File: src/rtl/text_pkg.sv
`default_nettype none
// ============================================================================
//  Module      : text_pkg
//  Description : Shared definitions for the text console front end:
//                control-code values and the writer FSM state encoding.
//  Revision    : 1.0 - initial release
// ============================================================================
package text_pkg;

  // Control codes recognised in the character stream
  localparam logic [7:0] CTRL_BS = 8'h08;  // backspace
  localparam logic [7:0] CTRL_LF = 8'h0A;  // line feed
  localparam logic [7:0] CTRL_FF = 8'h0C;  // form feed (clear screen)
  localparam logic [7:0] CTRL_CR = 8'h0D;  // carriage return

  // Writer FSM states
  typedef enum logic [0:0] {
    CLEAR = 1'b0,
    IDLE  = 1'b1
  } state_t;

endpackage : text_pkg
`default_nettype wire

File: src/rtl/text_console_writer.sv
`default_nettype none
// ============================================================================
//  Module      : text_console_writer
//  Description : Converts a byte stream of character/control codes into
//                writes on the text overlay's character-table port. Keeps a
//                row-major cursor with wrap-around, handles CR/LF/BS/FF and
//                blanks the whole table after reset or on request.
//  Ports       : i_clk, i_rst_n         - clock, async active-low reset
//                i_dv, i_data, o_ready  - input code stream handshake
//                i_clear                - single-cycle clear-screen request
//                o_wr_en, o_wr_character,
//                o_wr_x_pos, o_wr_y_pos - registered table write port
//                o_cursor_x, o_cursor_y - current cursor position
//                o_busy                 - clear sweep in progress
//  Revision    : 1.0 - initial release
// ============================================================================
module text_console_writer
  import text_pkg::*;
#(
  parameter int COLUMNS       = 12,
  parameter int ROWS          = 2,
  parameter int FONT_NUM_CHAR = 256,
  parameter int BLANK_CHAR    = 8'h20,
  localparam int CW = $clog2(FONT_NUM_CHAR),
  localparam int XW = (COLUMNS > 1) ? $clog2(COLUMNS) : 1,
  localparam int YW = (ROWS > 1) ? $clog2(ROWS) : 1
) (
  input  logic          i_clk,
  input  logic          i_rst_n,
  input  logic          i_dv,
  input  logic [CW-1:0] i_data,
  output logic          o_ready,
  input  logic          i_clear,
  output logic          o_wr_en,
  output logic [CW-1:0] o_wr_character,
  output logic [XW-1:0] o_wr_x_pos,
  output logic [YW-1:0] o_wr_y_pos,
  output logic [XW-1:0] o_cursor_x,
  output logic [YW-1:0] o_cursor_y,
  output logic          o_busy
);

  localparam logic [XW-1:0] c_x_last = XW'(COLUMNS - 1);
  localparam logic [YW-1:0] c_y_last = YW'(ROWS - 1);
  localparam logic [CW-1:0] c_blank  = CW'(BLANK_CHAR);
  localparam logic [CW-1:0] c_bs     = CW'(CTRL_BS);
  localparam logic [CW-1:0] c_lf     = CW'(CTRL_LF);
  localparam logic [CW-1:0] c_ff     = CW'(CTRL_FF);
  localparam logic [CW-1:0] c_cr     = CW'(CTRL_CR);

  // Cell that follows (0,0) in the sweep; a triggered clear writes (0,0)
  // in the same edge and continues from here.
  localparam logic [XW-1:0] c_sweep2_x = (COLUMNS > 1) ? XW'(1) : '0;
  localparam logic [YW-1:0] c_sweep2_y = (COLUMNS > 1 || ROWS == 1) ? '0 : YW'(1);
  localparam logic          c_one_cell = (COLUMNS * ROWS == 1);

  state_t          r_state;
  logic [XW-1:0]   r_cursor_x;
  logic [YW-1:0]   r_cursor_y;
  logic            r_sweep_done;
  logic            r_wr_en;
  logic [CW-1:0]   r_wr_character;
  logic [XW-1:0]   r_wr_x_pos;
  logic [YW-1:0]   r_wr_y_pos;

  logic [XW-1:0]   w_adv_x;
  logic [YW-1:0]   w_adv_y;
  logic [YW-1:0]   w_y_inc;
  logic            w_at_last;
  logic            w_accept;
  logic            w_clear_req;

  // Row-major advance by compare-and-wrap; shared by printing and the sweep.
  assign w_y_inc   = (r_cursor_y == c_y_last) ? '0 : r_cursor_y + YW'(1);
  assign w_adv_x   = (r_cursor_x == c_x_last) ? '0 : r_cursor_x + XW'(1);
  assign w_adv_y   = (r_cursor_x == c_x_last) ? w_y_inc : r_cursor_y;
  assign w_at_last = (r_cursor_x == c_x_last) && (r_cursor_y == c_y_last);

  assign o_ready     = (r_state == IDLE) && !i_clear;
  assign w_accept    = i_dv && o_ready;
  // Only meaningful in IDLE; a clear request during CLEAR is ignored.
  assign w_clear_req = i_clear || (w_accept && (i_data == c_ff));

  always_ff @(posedge i_clk or negedge i_rst_n) begin
    if (!i_rst_n) begin
      r_state        <= CLEAR;
      r_cursor_x     <= '0;
      r_cursor_y     <= '0;
      r_sweep_done   <= 1'b0;
      r_wr_en        <= 1'b0;
      r_wr_character <= '0;
      r_wr_x_pos     <= '0;
      r_wr_y_pos     <= '0;
    end else begin
      r_wr_en <= 1'b0;
      case (r_state)
        CLEAR: begin
          // The cursor doubles as the sweep counter; after the last cell it
          // has wrapped back to (0,0), which is the required home position.
          if (r_sweep_done) begin
            r_state      <= IDLE;
            r_sweep_done <= 1'b0;
          end else begin
            r_wr_en        <= 1'b1;
            r_wr_character <= c_blank;
            r_wr_x_pos     <= r_cursor_x;
            r_wr_y_pos     <= r_cursor_y;
            r_cursor_x     <= w_adv_x;
            r_cursor_y     <= w_adv_y;
            r_sweep_done   <= w_at_last;
          end
        end
        IDLE: begin
          if (w_clear_req) begin
            // First sweep write happens on the triggering edge so the
            // writes line up with the cycles right after the request.
            r_state        <= CLEAR;
            r_wr_en        <= 1'b1;
            r_wr_character <= c_blank;
            r_wr_x_pos     <= '0;
            r_wr_y_pos     <= '0;
            r_cursor_x     <= c_sweep2_x;
            r_cursor_y     <= c_sweep2_y;
            r_sweep_done   <= c_one_cell;
          end else if (w_accept) begin
            if (i_data == c_cr) begin
              r_cursor_x <= '0;
            end else if (i_data == c_lf) begin
              r_cursor_x <= '0;
              r_cursor_y <= w_y_inc;
            end else if (i_data == c_bs) begin
              if (r_cursor_x != '0) begin
                r_cursor_x     <= r_cursor_x - XW'(1);
                r_wr_en        <= 1'b1;
                r_wr_character <= c_blank;
                r_wr_x_pos     <= r_cursor_x - XW'(1);
                r_wr_y_pos     <= r_cursor_y;
              end else if (r_cursor_y != '0) begin
                r_cursor_x     <= c_x_last;
                r_cursor_y     <= r_cursor_y - YW'(1);
                r_wr_en        <= 1'b1;
                r_wr_character <= c_blank;
                r_wr_x_pos     <= c_x_last;
                r_wr_y_pos     <= r_cursor_y - YW'(1);
              end
            end else begin
              // Printable: write at the pre-advance cursor
              r_wr_en        <= 1'b1;
              r_wr_character <= i_data;
              r_wr_x_pos     <= r_cursor_x;
              r_wr_y_pos     <= r_cursor_y;
              r_cursor_x     <= w_adv_x;
              r_cursor_y     <= w_adv_y;
            end
          end
        end
        default: begin
          r_state <= CLEAR;
        end
      endcase
    end
  end

  assign o_wr_en        = r_wr_en;
  assign o_wr_character = r_wr_character;
  assign o_wr_x_pos     = r_wr_x_pos;
  assign o_wr_y_pos     = r_wr_y_pos;
  assign o_cursor_x     = r_cursor_x;
  assign o_cursor_y     = r_cursor_y;
  assign o_busy         = (r_state == CLEAR);

endmodule : text_console_writer
`default_nettype wire

File: config.mk
export PLATFORM = sky130hd
export DESIGN_NAME = text_console_writer
export DESIGN_NICKNAME = d
export VERILOG_FILES = /design/src/rtl/text_pkg.sv /design/src/rtl/text_console_writer.sv
export SDC_FILE = /design/constraint.sdc
export NUM_CORES = 1
export LEC_CHECK = 0
export ABC_AREA = 1
export BUFFER_PORTS_ARGS = -buffer_cell sky130_fd_sc_hd__buf_2
export CELL_PAD_IN_SITES_DETAIL_PLACEMENT = 0
export CELL_PAD_IN_SITES_GLOBAL_PLACEMENT = 1
export CORE_MARGIN = 5
export CORE_UTILIZATION = 40
export DETAILED_ROUTE_END_ITERATION = 7
export PLACE_DENSITY = 0.84
export SLEW_MARGIN = 20
export SYNTH_ARGS = -nofsm -noshare
export SYNTH_HDL_FRONTEND = slang
export SYNTH_SLANG_ARGS = --single-unit
File: constraint.sdc
create_clock -name i_clk -period 4.4 [get_ports i_clk]
set_input_delay 0.44 -clock i_clk [delete_from_list [all_inputs] [get_ports i_clk]]
set_output_delay 0.44 -clock i_clk [all_outputs]
set_load 0.01 [all_outputs]
Word level (Yosys, flattened, before mapping)
Index checks and enable logic that the tools add are counted.

Magnitude comparators: 0. Reduce and logical (&&, ||, !) cells: 10. Bitwise gates (word level): 1. Equality and inequality tests: 13. Multipliers: 0. Add/subtract/negate cells: 4. Shifts and indexed selects: 0. Mux-type cells: 61. Divide/modulo/power cells: 0.

Operators with widths (count): 8-bit two-way mux (8); 4-bit two-way mux (15); 8-bit by 4-bit equality test with 1-bit output, second input constant (4); 1-bit two-way mux (30); 4-bit case mux with 2 select lines (2); 8-bit case mux with 2 select lines (1); 1-bit case mux with 2 select lines (5); 7-bit by 6-bit != test with 1-bit output, second input constant (1); 3-bit != test, second input constant (2); 5-bit by 4-bit != test with 1-bit output, second input constant (1); 5-bit != test, second input constant (1); 5-bit AND reduction (1); 4-bit by 1-bit adder with 4-bit output, second input constant (1); 4-bit equality test, second input constant (1); 1-bit logical AND (4); 4-bit AND reduction (1); 4-bit nonzero test (1); 4-bit by 1-bit subtractor with 4-bit output, second input constant (1); 3-bit by 1-bit != test with 1-bit output, second input constant (1); 3-bit AND reduction (1); 2-bit by 1-bit != test with 1-bit output, second input constant (1); 2-bit != test, second input constant (1); 1-bit adder, second input constant (1); 1-bit logical NOT (1); other kinds (3) (3).

Memory bits (read-only): 0. Logic and storage cells: 97. Bits in latches: 0. Input bits: 12. Memories kept: 0. Output and inout port bits: 21. Register bits: 21. Bits in writable memories: 0.

Longest topological paths before layout
Depth after elaboration: 9. Mapped depth: 11. Mapped depth without buffers: 11.

Worst setup path after synthesis
OpenSTA, ideal clock, no wires.

Path type: reg2reg. Start point: register r_cursor_x[0], in the netlist o_cursor_x[0]. End point: register r_wr_character[0], in the netlist o_wr_character[0]. Required time: 4.283 ns. Arrival: 1.533 ns. Library setup time: 0.117 ns. Period minus slack after synthesis: 1.650 ns. Setup slack: 2.750 ns. Stages on the path, launching flop included: 12. Path buffers: 1. Path through: dfrtp_1 > inv_1 > ha_1 > nand3_1 > nor2_1 > nand3_1 > nor2_1 > nor2_2 > nand2_4 > buf_6 > nand2_1 > nand2_1.

Word-level cells in the longest chain between the ends: 8. Elaborated cells between the ends (all ways): 10. Classes of those cells: eq/ne: 1; mux: 7; reduce/logical: 2.

RTL lines: start: declaration (line text_console_writer.sv:58) `logic [XW-1:0] r_cursor_x;`; start signal: assignment (line text_console_writer.sv:108) `r_cursor_x <= w_adv_x;`; start signal: assignment (line text_console_writer.sv:122) `r_cursor_x <= c_sweep2_x;`; start signal: assignment (line text_console_writer.sv:133) `r_cursor_x <= r_cursor_x - XW'(1);`; 4-bit nonzero test * (line text_console_writer.sv:132) `if (r_cursor_x != '0) begin`; 8-bit two-way mux (line text_console_writer.sv:132); 8-bit two-way mux (line text_console_writer.sv:131) `end else if (i_data == c_bs) begin`; 8-bit two-way mux (line text_console_writer.sv:128) `end else if (i_data == c_lf) begin`; 8-bit two-way mux (line text_console_writer.sv:126) `if (i_data == c_cr) begin`; 8-bit two-way mux (line text_console_writer.sv:125) `end else if (w_accept) begin`; 8-bit two-way mux (line text_console_writer.sv:114) `if (w_clear_req) begin`; 8-bit case mux with 2 select lines (line text_console_writer.sv:96) `case (r_state)`; end signal: assignment (line text_console_writer.sv:105) `r_wr_character <= c_blank;`; end signal: assignment (line text_console_writer.sv:119) `r_wr_character <= c_blank;`; end signal: assignment (line text_console_writer.sv:135) `r_wr_character <= c_blank;`; end: declaration (line text_console_writer.sv:62) `logic [CW-1:0] r_wr_character;`.

Every way passes the cells marked *; elsewhere a longest branch is shown, timed or not. The select of a mux whose other input is x is not followed. A chain may end at the register's enable or synchronous reset.

Final worst setup path
Start point: register r_cursor_x[0], in the netlist o_cursor_x[0]. End point: register r_wr_character[1], in the netlist o_wr_character[1].

The elaborated chain is that of the path after synthesis.

==> results summary <==
Between clock sinks in the finished design, the worst skew comes to 0.001596 ns. The final global-route overflow total is 0. Global routing consumed, on the met3 layer, 2.104% of the routing resources. The sum of negative setup slack is 0 ns. The HPWL reported at the end of detailed placement is 2.919 mm.

The routed design has 3.814 mm of wire. Synthesis produced 226 cells. The number of hold buffers added after cts came out at 0. Across the VDD grid, the largest voltage drop is 0.0001754 V.

The first detailed-routing pass took 4 iterations. In this run the number of H-tree levels came out at 1. In the post-synthesis netlist, the biggest area contributors are sky130_fd_sc_hd__dfrtp_1, sky130_fd_sc_hd__nand2_1, sky130_fd_sc_hd__nand3_1. After floorplanning, the core was sized to cover 3661 um^2. The worst stage delay on the critical path came out at 0.47 ns.

For this run, design rule violations remaining after detail routing come to 0. The count of clock tree sinks came out at 21. The global routing met1 resource utilization is 22.69%. The number of global-route vias before repair is 1401. The number of placed I/O pins is 33.

Walking the worst path, the cells encountered are inv_1 > ha_1 > nand3_1 > nor2_1 > nand3_1 > nor2_1 > nor2_2 > nand2_4 > nand2_1 > nand2_1. In the final layout, the multi-input gates occupy 849.6 um^2. Based on the critical path, the design can be clocked at up to 475.3 MHz. Summed over all instances, the cell type with the most area after synthesis is sky130_fd_sc_hd__dfrtp_1. The total count of max-transition violations in the final report is 0. The worst register-to-register path has a depth of 10. The transition time of the tightest slew-check pin is 0.8842 ns.

From synthesis to final layout, the design area changed by 14.04%. The total CTS buffers came out at 3. The first-pass GRT wire length came out at 6.686 mm. For the worst-skew pair, the clock arrives at the later sink with an insertion delay of 0.26 ns. Port buffering added 32 buffers. The post-cts sizing count came out at 0.

In this run the worst hold path is classified as in2async. After routing the design area is 1728 um^2. The post-synthesis sequential area ratio is 34.68%. The cell area that synthesis handed to floorplanning was 1515 um^2. The layout cell share with drive strength beyond 1 is 23.35%. The horizontal die dimension is 71.55 um. The worst-case clock buffer depth came out at 2.

The post-detailed-route wirelength per cell came out at 12.50 um. The power per standard cell area came out at 497.7 nW/um^2. The library cells used most frequently in the layout, excluding fill and tap cells, are sky130_fd_sc_hd__nand2_1, sky130_fd_sc_hd__buf_2, sky130_fd_sc_hd__nand3_1, sky130_fd_sc_hd__dfrtp_1, sky130_fd_sc_hd__inv_1.

The required time at the worst-slack endpoint is 4.56 ns. The largest individual stage delay along the critical path comes from the cell sky130_fd_sc_hd__dfrtp_1. The count of antenna diodes in the layout is 0.

The sequential cell area came out at 525.5 um^2. Once detail routing completed, the nets flagged for antenna violations numbered 0. The worst slew slack as a fraction of its limit came out at 41.05%. The die is 71.55 um tall. Once placement finished, the instance area stood at 1683 um^2. The combined global-route utilization of all metal layers came out at 16.09%.

The initial antenna violation count is 0. The cell at the root of the clock tree is sky130_fd_sc_hd__clkbuf_8. The pin count of the biggest net entering global routing came out at 22. Across the run, the number of max-cap violations was 0. The flow ran to the end, and the final reports show no timing, DRC or antenna violations. The share of the clock period used by the worst path after layout came out at 47.82%.

The starting density of the core is 41.39%. The arrival time reported for the critical path endpoint came out at 2.26 ns. The time the final worst path needs with I/O delays and setup came out at 2.104 ns. The setup path with the least slack is of type reg2reg. Of the post-synthesis cell area, the dominant cell type holds 34.68%. Setup repair after global routing left no endpoint under its margin. The worst register-to-register path begins at o_cursor_x[0]. The worst register-to-register path has a setup slack of 2.30 ns.

The area of the die came out at 5119 um^2. TritonCTS built the clock tree. The number of placement rows is 22.

Using the TritonRoute via totals, the vias-per-cell ratio works out to 4.859. The total setup violations reported at the end of the flow is 0. The count of fill cells added during filler insertion came out at 391. The Yosys warning count is 0. The final hold violation count is 0.

The clock transition time at the flip-flop clock pins of the worst setup and hold paths came out at 0.08 ns. The mean post-synth cell area is 6.704 um^2. The endpoint identified for the worst register-to-register timing path is o_wr_character[1]. The number of buffers inserted by post-CTS setup repair is 0. The routability-driven placement congestion ratio came out at 0.8761. The met2 track demand over resource in global routing came out at 25.82%. The number of nets in the synthesized netlist is 242. The most used routing layer is met2. Synthesis instantiated 23 different standard cells from the library. The most common cell after layout, fill and taps aside is sky130_fd_sc_hd__nand2_1. The type of origin of the critical path is a flip-flop.

The maximum fanout count along the critical path is 13. The flop and latch count out of synthesis came out at 21. The category of the worst setup path capture point is a flip-flop. The static leakage came out at 0.9624 nW. At the end of the flow, the number of nets in the layout was 274. The first routing iteration left 88 violations. The detailed-route via count came out at 1482.
where the power goes:
part | internal [mW] | switching, mW
Combinational | 0.157 | 0.248
Clock | 0.0647 | 0.0677
Sequential | 0.252 | 0.0708
Total | 0.474 | 0.386
how the worst max path moves through the flow:
stage,from,cells after the start,endpoint,slack (ns)
CTS,o_cursor_x[0],10,o_wr_x_pos[1],2.30
floorplan,o_cursor_x[0],11,o_wr_character[0],2.75
finish,o_cursor_x[0],10,o_wr_character[1],2.30
global placement,o_cursor_x[0],10,o_wr_y_pos,2.30
detailed placement,o_cursor_x[0],10,o_wr_character[2],2.32
global route,o_cursor_x[0],10,o_wr_x_pos[2],2.03
stage by stage:
stage	util, %	setup slack [ns]	power (mW)	cells	hold WS (ns)
4_1_cts	47.20	2.297	0.8675	305	0.1549
3_5_place_dp	45.97	2.316	0.7354	301	0.4412
6_report	47.20	2.296	0.8601	305	0.1372
3_3_place_gp	45.97	2.304	0.7391	301	0.4396
2_1_floorplan	-	2.750	0.6186	226	0.1444
5_1_grt	47.20	2.029	0.9562	305	0.1829
routing by layer:
layer / wire length (um) / share of wire [%]
met1: 1878 / 49
met2: 1756 / 46
met3: 130 / 3.4
met4: 49 / 1.3
met5: 0 / 0
cells by family after synthesis:
logic type,share of synthesized area (%)
AOI/OAI and AO/OA,4.211
and+or+nand+nor,48.55
buffers and inverters,9.248
adders and majority gates,3.303
DFF,34.68
critical path: cells and delay by family, from the launching register on:
family                   cells  cell delay, ns
buffers and inverters        1            0.15
adder cells (fa/ha/maj)      1            0.26
AND/OR/NAND/NOR              8            1.11
flip-flops                   1            0.47
cells in the mapped netlist (all sizes together):
cell type and count:
or2 1, o21ai 9, nor2 24, nand3b 3, nand2 104, nor3 1
nand3 24, a21oi 3, ha 4, nand4 5, inv 22, buf 5
dfrtp 21
state kept, by name, summed over array words and instances, names as in the netlist:
signal,flops
r_state,1
o_wr_en,1
o_wr_x_pos,4
o_cursor_y,1
o_cursor_x,4
r_sweep_done,1
o_wr_y_pos,1
o_wr_character,8
area by class of cell:
class                   count  share of cell area, %
clock buffers               4                  2.607
flip-flops and latches     21                  30.41
repair buffers             32                  9.269
well taps                  48                  3.476
inverters                  22                  5.069
multi-input cells         178                  49.17
Note: power is estimated with default switching activity, not from simulation.
